File: config.mk
export PLATFORM = sky130hd
export DESIGN_NAME = dma_engine_flat
export DESIGN_NICKNAME = d
export VERILOG_FILES = /design/src/rtl/dma_engine_if.sv /design/src/rtl/dma_engine.sv /design/src/flat_wrapper.sv
export SDC_FILE = /design/constraint.sdc
export NUM_CORES = 1
export LEC_CHECK = 0
export BUFFER_PORTS_ARGS = -buffer_cell sky130_fd_sc_hd__buf_2
export CAP_MARGIN = 5
export CORE_MARGIN = 5
export CORE_UTILIZATION = 64
export CTS_BUF_LIST = sky130_fd_sc_hd__clkbuf_8 sky130_fd_sc_hd__clkbuf_16
export CTS_CLUSTER_DIAMETER = 60
export CTS_CLUSTER_SIZE = 14
export DETAILED_ROUTE_END_ITERATION = 16
export PLACE_DENSITY_LB_ADDON = 0.15
export SYNTH_ARGS = -nofsm -noshare
export SYNTH_HDL_FRONTEND = slang
export SYNTH_SLANG_ARGS = --single-unit
export TNS_END_PERCENT = 30
File: constraint.sdc
create_clock -name clk -period 30.8 [get_ports clk]
set_input_delay 4.62 -clock clk [delete_from_list [all_inputs] [get_ports clk]]
set_output_delay 4.62 -clock clk [all_outputs]
set_load 0.01 [all_outputs]
File: src/rtl/dma_engine_if.sv
// Command, channel status and RAM/accelerator bus bundle for dma_engine.
// "master" is the engine side. "slave" is the SoC side: the command latch plus both buses.
interface dma_engine_if #(
  parameter int NUM_CH = 4,
  parameter int LEN_W  = 16
);
  localparam int CH_W = (NUM_CH > 1) ? $clog2(NUM_CH) : 1;

  // Handshakes: every valid/ready pair transfers on a rising edge where both are high.
  // The requester holds all request fields stable from valid rising until that edge.
  // Read data is sampled in the ready cycle.
  logic              cmd_valid;
  logic              cmd_ready;
  logic [CH_W-1:0]   cmd_ch;
  logic              cmd_dir;
  logic [31:0]       cmd_src;
  logic [31:0]       cmd_dst;
  logic [LEN_W-1:0]  cmd_len;
  logic [NUM_CH-1:0] abort;

  logic              ram_valid;
  logic              ram_write;
  logic [31:0]       ram_addr;
  logic [31:0]       ram_wdata;
  logic [31:0]       ram_rdata;
  logic              ram_ready;

  logic              acc_valid;
  logic              acc_write;
  logic [31:0]       acc_addr;
  logic [31:0]       acc_wdata;
  logic [3:0]        acc_wstrb;
  logic [31:0]       acc_rdata;
  logic              acc_ready;

  logic [NUM_CH-1:0] busy;
  logic [NUM_CH-1:0] done;
  logic [NUM_CH-1:0] aborted;
  logic [1:0]        dbg_state;

  modport master (
    input  cmd_valid, cmd_ch, cmd_dir, cmd_src, cmd_dst, cmd_len, abort,
    input  ram_rdata, ram_ready, acc_rdata, acc_ready,
    output cmd_ready,
    output ram_valid, ram_write, ram_addr, ram_wdata,
    output acc_valid, acc_write, acc_addr, acc_wdata, acc_wstrb,
    output busy, done, aborted, dbg_state
  );

  modport slave (
    output cmd_valid, cmd_ch, cmd_dir, cmd_src, cmd_dst, cmd_len, abort,
    output ram_rdata, ram_ready, acc_rdata, acc_ready,
    input  cmd_ready,
    input  ram_valid, ram_write, ram_addr, ram_wdata,
    input  acc_valid, acc_write, acc_addr, acc_wdata, acc_wstrb,
    input  busy, done, aborted, dbg_state
  );
endinterface

File: src/rtl/dma_engine.sv
// Multi-channel word DMA between SoC RAM and the accelerator MMIO window.
// One shared engine moves up to BURST words per round-robin grant.
module dma_engine #(
  parameter int NUM_CH = 4,
  parameter int LEN_W  = 16,
  parameter int BURST  = 4
) (
  input logic         clk,
  input logic         rst,
  dma_engine_if.master bus
);

  localparam int CH_W = (NUM_CH > 1) ? $clog2(NUM_CH) : 1;
  localparam int BC_W = $clog2(BURST + 1);

  typedef enum logic [1:0] {
    S_IDLE = 2'd0,
    S_RD   = 2'd1,
    S_WR   = 2'd2
  } state_t;

  state_t state;
  state_t state_nxt;

  // Per-channel context
  logic [NUM_CH-1:0] busy_q;
  logic [NUM_CH-1:0] done_q;
  logic [NUM_CH-1:0] aborted_q;
  logic [NUM_CH-1:0] abort_pend;
  logic [NUM_CH-1:0] ch_dir;
  logic [31:0]       ch_src [NUM_CH];
  logic [31:0]       ch_dst [NUM_CH];
  logic [LEN_W-1:0]  ch_rem [NUM_CH];

  // Shared engine context
  logic [CH_W-1:0]   cur_ch;
  logic [CH_W-1:0]   last_ch;
  logic [CH_W-1:0]   grant_ch;
  logic              grant_found;
  logic [BC_W-1:0]   burst_cnt;
  logic [31:0]       word_buf;

  logic              cur_dir;
  logic [31:0]       cur_src;
  logic [31:0]       cur_dst;
  logic [LEN_W-1:0]  cur_rem;
  logic              src_ready;
  logic              dst_ready;
  logic [31:0]       src_rdata;
  logic              rd_hs;
  logic              wr_hs;
  logic              last_word;
  logic              burst_end;
  logic              abort_hit;
  logic [NUM_CH-1:0] eligible;

  function automatic logic [CH_W-1:0] rr_idx(input logic [CH_W-1:0] base, input int step);
    int sum;
    sum = (int'(base) + step) % NUM_CH;
    return sum[CH_W-1:0];
  endfunction

  assign cur_dir   = ch_dir[cur_ch];
  assign cur_src   = ch_src[cur_ch];
  assign cur_dst   = ch_dst[cur_ch];
  assign cur_rem   = ch_rem[cur_ch];

  // dir 0 reads RAM and writes the accelerator; dir 1 is the reverse
  assign src_ready = cur_dir ? bus.acc_ready : bus.ram_ready;
  assign dst_ready = cur_dir ? bus.ram_ready : bus.acc_ready;
  assign src_rdata = cur_dir ? bus.acc_rdata : bus.ram_rdata;

  assign rd_hs     = (state == S_RD) && src_ready;
  assign wr_hs     = (state == S_WR) && dst_ready;
  assign last_word = (cur_rem == LEN_W'(1));
  assign burst_end = ((burst_cnt + 1'b1) == BC_W'(BURST));
  assign abort_hit = abort_pend[cur_ch] | bus.abort[cur_ch];

  // A channel being aborted this cycle is never handed a new grant
  assign eligible  = busy_q & ~bus.abort;

  always_comb begin
    grant_found = 1'b0;
    grant_ch    = last_ch;
    for (int k = 1; k <= NUM_CH; k++) begin
      if (!grant_found && eligible[rr_idx(last_ch, k)]) begin
        grant_found = 1'b1;
        grant_ch    = rr_idx(last_ch, k);
      end
    end
  end

  always_ff @(posedge clk or posedge rst) begin
    if (rst) begin
      state <= S_IDLE;
    end else begin
      state <= state_nxt;
    end
  end

  always_comb begin
    state_nxt = state;
    unique case (state)
      S_IDLE: begin
        if (grant_found) begin
          state_nxt = S_RD;
        end
      end
      S_RD: begin
        if (src_ready) begin
          state_nxt = S_WR;
        end
      end
      S_WR: begin
        if (dst_ready) begin
          if (last_word || burst_end || abort_hit) begin
            state_nxt = S_IDLE;
          end else begin
            state_nxt = S_RD;
          end
        end
      end
      default: state_nxt = S_IDLE;
    endcase
  end

  // Port requests decode straight from the state register, so reset drops them at once
  always_comb begin
    bus.ram_valid = 1'b0;
    bus.ram_write = 1'b0;
    bus.ram_addr  = 32'd0;
    bus.ram_wdata = 32'd0;
    bus.acc_valid = 1'b0;
    bus.acc_write = 1'b0;
    bus.acc_addr  = 32'd0;
    bus.acc_wdata = 32'd0;
    bus.acc_wstrb = 4'd0;
    if (state == S_RD) begin
      if (cur_dir) begin
        bus.acc_valid = 1'b1;
        bus.acc_addr  = cur_src;
      end else begin
        bus.ram_valid = 1'b1;
        bus.ram_addr  = cur_src;
      end
    end else if (state == S_WR) begin
      if (cur_dir) begin
        bus.ram_valid = 1'b1;
        bus.ram_write = 1'b1;
        bus.ram_addr  = cur_dst;
        bus.ram_wdata = word_buf;
      end else begin
        bus.acc_valid = 1'b1;
        bus.acc_write = 1'b1;
        bus.acc_addr  = cur_dst;
        bus.acc_wdata = word_buf;
        bus.acc_wstrb = 4'hF;
      end
    end
  end

  always_ff @(posedge clk or posedge rst) begin
    if (rst) begin
      cur_ch    <= '0;
      last_ch   <= '0;
      burst_cnt <= '0;
      word_buf  <= 32'd0;
    end else begin
      if (state == S_IDLE && grant_found) begin
        cur_ch    <= grant_ch;
        last_ch   <= grant_ch;
        burst_cnt <= '0;
      end
      if (rd_hs) begin
        word_buf <= src_rdata;
      end
      if (wr_hs) begin
        burst_cnt <= burst_cnt + 1'b1;
      end
    end
  end

  // Channel bookkeeping: accept, per-word advance, completion and abort
  always_ff @(posedge clk or posedge rst) begin
    if (rst) begin
      busy_q     <= '0;
      done_q     <= '0;
      aborted_q  <= '0;
      abort_pend <= '0;
      ch_dir     <= '0;
      for (int i = 0; i < NUM_CH; i++) begin
        ch_src[i] <= 32'd0;
        ch_dst[i] <= 32'd0;
        ch_rem[i] <= '0;
      end
    end else begin
      done_q    <= '0;
      aborted_q <= '0;
      for (int i = 0; i < NUM_CH; i++) begin
        if (busy_q[i]) begin
          if (state != S_IDLE && cur_ch == CH_W'(i)) begin
            if (bus.abort[i]) begin
              abort_pend[i] <= 1'b1;
            end
            if (wr_hs) begin
              ch_src[i] <= ch_src[i] + 32'd4;
              ch_dst[i] <= ch_dst[i] + 32'd4;
              ch_rem[i] <= ch_rem[i] - 1'b1;
              // The final word wins over a coincident abort
              if (last_word) begin
                busy_q[i]     <= 1'b0;
                done_q[i]     <= 1'b1;
                abort_pend[i] <= 1'b0;
              end else if (abort_hit) begin
                busy_q[i]     <= 1'b0;
                aborted_q[i]  <= 1'b1;
                abort_pend[i] <= 1'b0;
              end
            end
          end else if (bus.abort[i]) begin
            busy_q[i]     <= 1'b0;
            aborted_q[i]  <= 1'b1;
            abort_pend[i] <= 1'b0;
          end
        end else if (bus.cmd_valid && bus.cmd_ch == CH_W'(i)) begin
          ch_dir[i] <= bus.cmd_dir;
          ch_src[i] <= bus.cmd_src & ~32'h3;
          ch_dst[i] <= bus.cmd_dst & ~32'h3;
          ch_rem[i] <= bus.cmd_len;
          if (bus.cmd_len == '0) begin
            done_q[i] <= 1'b1;
          end else begin
            busy_q[i] <= 1'b1;
          end
        end
      end
    end
  end

  assign bus.cmd_ready = !busy_q[bus.cmd_ch];
  assign bus.busy      = busy_q;
  assign bus.done      = done_q;
  assign bus.aborted   = aborted_q;
  assign bus.dbg_state = state;

endmodule

File: src/flat_wrapper.sv
// flat-port wrapper written by rule: the top's interface ports become plain ports
module dma_engine_flat 
#(
  parameter int NUM_CH = 4,
  parameter int LEN_W  = 16,
  parameter int BURST  = 4
)
  (clk, rst, bus_cmd_valid, bus_cmd_ch, bus_cmd_dir, bus_cmd_src, bus_cmd_dst, bus_cmd_len, bus_abort, bus_ram_rdata, bus_ram_ready, bus_acc_rdata, bus_acc_ready, bus_cmd_ready, bus_ram_valid, bus_ram_write, bus_ram_addr, bus_ram_wdata, bus_acc_valid, bus_acc_write, bus_acc_addr, bus_acc_wdata, bus_acc_wstrb, bus_busy, bus_done, bus_aborted, bus_dbg_state);
  dma_engine_if #(.NUM_CH(NUM_CH), .LEN_W(LEN_W)) bus_i ();
  input logic clk;
  input logic rst;
  input wire logic [$bits(bus_i.cmd_valid)-1:0] bus_cmd_valid;
  input wire logic [$bits(bus_i.cmd_ch)-1:0] bus_cmd_ch;
  input wire logic [$bits(bus_i.cmd_dir)-1:0] bus_cmd_dir;
  input wire logic [$bits(bus_i.cmd_src)-1:0] bus_cmd_src;
  input wire logic [$bits(bus_i.cmd_dst)-1:0] bus_cmd_dst;
  input wire logic [$bits(bus_i.cmd_len)-1:0] bus_cmd_len;
  input wire logic [$bits(bus_i.abort)-1:0] bus_abort;
  input wire logic [$bits(bus_i.ram_rdata)-1:0] bus_ram_rdata;
  input wire logic [$bits(bus_i.ram_ready)-1:0] bus_ram_ready;
  input wire logic [$bits(bus_i.acc_rdata)-1:0] bus_acc_rdata;
  input wire logic [$bits(bus_i.acc_ready)-1:0] bus_acc_ready;
  output wire logic [$bits(bus_i.cmd_ready)-1:0] bus_cmd_ready;
  output wire logic [$bits(bus_i.ram_valid)-1:0] bus_ram_valid;
  output wire logic [$bits(bus_i.ram_write)-1:0] bus_ram_write;
  output wire logic [$bits(bus_i.ram_addr)-1:0] bus_ram_addr;
  output wire logic [$bits(bus_i.ram_wdata)-1:0] bus_ram_wdata;
  output wire logic [$bits(bus_i.acc_valid)-1:0] bus_acc_valid;
  output wire logic [$bits(bus_i.acc_write)-1:0] bus_acc_write;
  output wire logic [$bits(bus_i.acc_addr)-1:0] bus_acc_addr;
  output wire logic [$bits(bus_i.acc_wdata)-1:0] bus_acc_wdata;
  output wire logic [$bits(bus_i.acc_wstrb)-1:0] bus_acc_wstrb;
  output wire logic [$bits(bus_i.busy)-1:0] bus_busy;
  output wire logic [$bits(bus_i.done)-1:0] bus_done;
  output wire logic [$bits(bus_i.aborted)-1:0] bus_aborted;
  output wire logic [$bits(bus_i.dbg_state)-1:0] bus_dbg_state;
  assign bus_i.cmd_valid = bus_cmd_valid;
  assign bus_i.cmd_ch = bus_cmd_ch;
  assign bus_i.cmd_dir = bus_cmd_dir;
  assign bus_i.cmd_src = bus_cmd_src;
  assign bus_i.cmd_dst = bus_cmd_dst;
  assign bus_i.cmd_len = bus_cmd_len;
  assign bus_i.abort = bus_abort;
  assign bus_i.ram_rdata = bus_ram_rdata;
  assign bus_i.ram_ready = bus_ram_ready;
  assign bus_i.acc_rdata = bus_acc_rdata;
  assign bus_i.acc_ready = bus_acc_ready;
  assign bus_cmd_ready = bus_i.cmd_ready;
  assign bus_ram_valid = bus_i.ram_valid;
  assign bus_ram_write = bus_i.ram_write;
  assign bus_ram_addr = bus_i.ram_addr;
  assign bus_ram_wdata = bus_i.ram_wdata;
  assign bus_acc_valid = bus_i.acc_valid;
  assign bus_acc_write = bus_i.acc_write;
  assign bus_acc_addr = bus_i.acc_addr;
  assign bus_acc_wdata = bus_i.acc_wdata;
  assign bus_acc_wstrb = bus_i.acc_wstrb;
  assign bus_busy = bus_i.busy;
  assign bus_done = bus_i.done;
  assign bus_aborted = bus_i.aborted;
  assign bus_dbg_state = bus_i.dbg_state;
  dma_engine #(.NUM_CH(NUM_CH), .LEN_W(LEN_W), .BURST(BURST)) u_core (.clk(clk), .rst(rst), .bus(bus_i));
endmodule
# [Yosys cells after proc, flatten, opt, wreduce, memory -nomap -nowiden]
# Cells that the tools add are included.
[classes] n_bitwise=8 magnitude_cmp=7 reduce_logical=49 mux=190 addsub=17 eq_ne=21
[op_table] operator="2-to-1 mux 32 bit" n=51
[op_table] operator="2-to-1 mux 16 bit" n=18
[op_table] operator="adder 32 x 3 -> 32 bit (second input constant)" n=8
[op_table] operator="binary-select mux 32 bit (select 2 bit)" n=2
[op_table] operator="2-to-1 mux 1 bit" n=97
[op_table] operator="subtractor 16 x 1 -> 16 bit (second input constant)" n=4
[op_table] operator="binary-select mux 16 bit (select 2 bit)" n=1
[op_table] operator="nonzero test 2 bit" n=10
[op_table] operator="less-than comparator 2 x 3 -> 1 bit (second input constant)" n=6
[op_table] operator="AND reduction 2 bit" n=9
[op_table] operator="binary-select mux 1 bit (select 2 bit)" n=8
[op_table] operator="equality test 16 x 1 -> 1 bit (second input constant)" n=1
[op_table] operator="logical NOT 16 bit" n=1
[op_table] operator="!= test 2 bit (second input constant)" n=8
[op_table] operator="AND reduction 3 bit" n=5
[op_table] operator="logical AND 1 bit" n=14
[op_table] operator="2-to-1 mux 2 bit" n=7
[op_table] operator="2-to-1 mux 4 bit" n=3
[op_table] operator="equality test 2 bit (second input constant)" n=5
[op_table] operator="equality test 2 x 1 -> 1 bit (second input constant)" n=3
[op_table] operator="logical NOT 2 bit" n=3
[op_table] operator="2-to-1 mux 3 bit" n=2
[op_table] operator="!= test 2 x 1 -> 1 bit (second input constant)" n=3
[op_table] operator="case mux 2 bit (3 select lines)" n=1
[op_table] operator="other kinds (13)" n=22
[totals] wordCells=319 inputBits=156 output_inout_bits=151 ff_bits=379

# [Logic depth before layout (Yosys ltp)]
[logic_depth] ltp_word=17 mapped_depth=11 depth_no_buf=8

# [Worst setup path before layout]
# OpenSTA, ideal clock, no wires.
[synth_path] path_type="input port to output port" start="input port bus_cmd_ch[1]" end="output port bus_cmd_ready" setup_slack_ns=21.098 n_path_buf=1 arrival_time_ns=5.082 path_stages=2 required_ns=26.180 cell_sequence="clkbuf_1 -> o21ai_0"
[synth_between] elab_chain_cells=3
[synth_lines] item="start: declaration" line="flat_wrapper.sv:13" text="input wire logic [$bits(bus_i.cmd_ch)-1:0] bus_cmd_ch;"
[synth_lines] item="binary-select mux 1 bit (select 2 bit)" line="dma_engine.sv:240" text="assign bus.cmd_ready = !busy_q[bus.cmd_ch];"
[synth_lines] item="2-to-1 mux 1 bit (not written as such)" line="dma_engine.sv:240"
[synth_lines] item="logical NOT 1 bit" line="dma_engine.sv:240"
[synth_lines] item="end: declaration" line="flat_wrapper.sv:23" text="output wire logic [$bits(bus_i.cmd_ready)-1:0] bus_cmd_ready;"
# No other way between the ends. The select of a mux whose other input is x is not followed.

# [Worst setup path after layout]
[layout_path] start="input port bus_cmd_ch[0]" end="output port bus_cmd_ready"
# Same word-level chain as after synthesis.

==> impl_metrics.toml <==
[sta]
fin_setup_tns_ns = 0
hold_slack_ns = 0.508
worst_slack_ns = 20.84
slew_headroom = 0.245
setup-violations-final = 0
final_hold_viol_count = 0
post-route-period-util = 0.323
report.final.slew_viol_count = 0
worst-slew-pin-transition_ns = 1.13
maxClockFrequency_mhz = 100
grt_setup_unrepaired = "false"
worst_clock_skew_ns = 0.0239
layout_min_cycle_time_ns = 9.96

[clocking]
cts_root_buffer = "clkbuf_16"
cts_hold_buffers = 0
cts.repair_timing.setup_buffer_count = 0
cts.reportedPaths.clkPinSlew_ns = 0.07
cts.htree.levels = 2
tritoncts = "done"
clk-insertion-delay-late_ns = 0.56
cts.sinks = 363
cts_max_path_bufs = 3
cts_inserted_buffers = 37
post_cts_resize_count = 0

[place]
weighted_congestion_reported_at_the_end_of_routability_driven_placement = 0.985
numPortBuffers = 298
placed_cells = 3471
placement.setup.worst_slack_ns = 20.85
dp_hpwl_um = 57400

[floorplanning]
die_area_um2 = 41500
fp.dieW_um = 204
dieHeight_um = 204
std_cell_rows = 71
design.portCount = 307
area_inside_the_core_boundary_um2 = 37400
start_util = 0.643

[logic_synthesis]
ys_async_sr_fraction = 1.00
synthesis.yosys.warnings = 0
yosys.cell_count.top_type = "a21oi_1"
synth.top_cell.area_share = 0.378
syn-instance-count = 2850
yosysTopAreaCell = "dfrtp_1"
number_of_enable_type_register_cells_in_the_synthesized_netlist = 0
dominantRegCellSynth = "dfrtp_1"
synth_common_cells = "a21oi_1 (377), dfrtp_1 (363), nand2_1 (225)"
yosys_register_bits = 363
synthesis.area_um2 = 24000
ys_seq_area_frac = 0.378
synth.area.top_cells = "dfrtp_1 (38%), a21oi_1 (7.9%), mux4_2 (5.8%), o21ai_0 (4.4%), nand3_1 (3.9%)"
synthDistinctLibCells = 71
synth_area_per_cell_um2 = 8.43

[worst_setup_path]
cpPeakStageDelay_ns = 0.24
worst_path_dominant_cell_family = "buffers and inverters"
crit_slowest_cell = "nor2b_1"
cp.required_ns = 26.18
path_buf_inv = 2
crit_path_cells = "buf_2 -> nor2b_1 -> o21ai_0 -> o21ai_0 -> buf_2"
cp_max_fo = 6
crit_path_start_kind = "input port"
critical_path.endpoint_type = "output pin"
worstSetupPathType = "input port to output pin"
crit_arrival_ns = 5.34

[final_layout]
layout.area.seq_um2 = 9100
finish.cell_count_without_fillers = 3540
multiInputGateArea_um2 = 13900
fill_cells = 2949
share_of_cells_above_drive_strength_1 = 0.165
final_nets = 3173
area.growth.synth_to_final_pct = 11.7

[grt]
grt_use_met2 = 0.613
grtUsageTotal = 0.399
grt_antenna_before_repair = 10
globalRouteMet3Util = 0.116
top_usage_layer = "met2"
grt_pass1_wl_um = 132000
grt_remaining_overflow = 0
largest_net_degree_at_the_start_of_global_routing = 162
number_of_global_route_vias_before_repair = 23800
groute.layer.met1.usage = 0.514

[job]
max_cap_violations = 0

[detailed_routing]
avgRoutedWirePerCell_um = 24.2
starting_drc_count_in_detailed_routing = 3592
route.detailed.drc = 0
postRouteWirelength_um = 85700
dr_total_vias = 25400
firstDrtPassIters = 10
antenna_violating_nets_post_route = 0
via_per_inst = 7.17

[power]
peakVddDrop_uv = 59.4
leakagePower_uw = 0.0109
power.density_cell_area_nw_per_um2 = 95.6
power_uw = 2570

[status]
status = "finished, final reports clean"

[worst_hold_path]
worstHoldPathType = "flip-flop to flip-flop"
path summary, 6_finish.rpt:
check	start	depth (start not counted)	to	slack [ns]
min in group asynchronous	rst	2	u_core.ch_rem[5]	4.22
worst min-delay path	u_core.ch_dir[2]	2	u_core.ch_dir[2]	0.51
worst min register to register	u_core.ch_dir[2]	2	u_core.ch_dir[2]	0.51
worst max register to register	u_core.cur_ch[0]	8	u_core.ch_src[6]	26.57
worst max-delay path	bus_cmd_ch[0]	5	bus_cmd_ready	20.84
max in group asynchronous	rst	4	u_core.ch_rem[52]	24.14
logic make-up (layout without fill, tap and decap cells):
family,count (synthesis),after routing,synth area share
and+or+nand+nor,1050,1050,0.224
AOI/OAI and AO/OA,1017,1017,0.259
DFF,363,363,0.378
buffers and inverters,279,448,0.0462
muxes,121,121,0.0832
adders and majority gates,18,18,0.00937
other,1,11,0.000156
xor gates and xnor gates,1,1,0.000364
flip-flops by register name (all words and copies together), names as in the netlist:
| register | count |
|---|---|
| u_core.bus.done | 4 |
| u_core.bus.busy | 4 |
| u_core.abort_pend | 4 |
| u_core.ch_rem | 64 |
| u_core.ch_dst | 120 |
| u_core.word_buf | 32 |
| u_core.cur_ch | 2 |
| u_core.ch_dir | 4 |
| u_core.ch_src | 120 |
| u_core.burst_cnt | 3 |
| u_core.bus.aborted | 4 |
| u_core.bus.dbg_state | 2 |
report_power, final:
group	switching, uW	total, uW	internal, uW
logic	622	1100	474
clock network	203	456	253
registers	332	1010	682
placed cells by master (no fill, tap or decap), types with 12 or more instances in the layout:
master / instances
o21ai_0: 211
a41oi_1: 13
and4_1: 28
and3_1: 56
mux2i_1: 52
nand3_1: 188
nand4_1: 69
dfrtp_1: 357
o22a_1: 27
a31oi_1: 26
nand2_1: 225
a21o_1: 15
buf_4: 38
or3_1: 17
inv_1: 52
nor3_1: 94
a221o_1: 12
and2_1: 81
nor2_1: 168
a22oi_1: 39
ha_1: 18
a22o_1: 65
nand2b_1: 25
o22ai_1: 132
buf_2: 298
clkbuf_16: 37
nor4_1: 41
a21oi_1: 376
mux4_2: 62
cell type report:
class                      instances  share of cell area
antenna                            7            0.000652
multi-input combinational       2211               0.519
sequential                       363               0.339
inverter                          49             0.00713
clock buffer                      40              0.0360
tap                              511              0.0238
timing repair buffer             337              0.0669
clock inverter                    22             0.00755
per-stage QoR:
| stage | util | area [um^2] |
|---|---|---|
| after global placement | 0.686 | 25700 |
| after floorplan | - | 24000 |
| after detailed placement | 0.686 | 25700 |
| final | 0.718 | 26900 |
| after global routing | 0.718 | 26900 |
| after CTS | 0.718 | 26800 |
worst min-delay path, cell delays in order, from the launching register on:
cell and delay, ns:
dfrtp_1 0.36, nand2_1 0.05, nand2_1 0.06
layer usage:
| layer | share of wire | vias up |
|---|---|---|
| met5 | 0.00056 | - |
| met4 | 0.054 | 8 |
| met3 | 0.14 | 313 |
| met2 | 0.45 | 1798 |
| met1 | 0.36 | 12100 |
| li1 | - | 11200 |
Power figures use the tool's default switching activity.
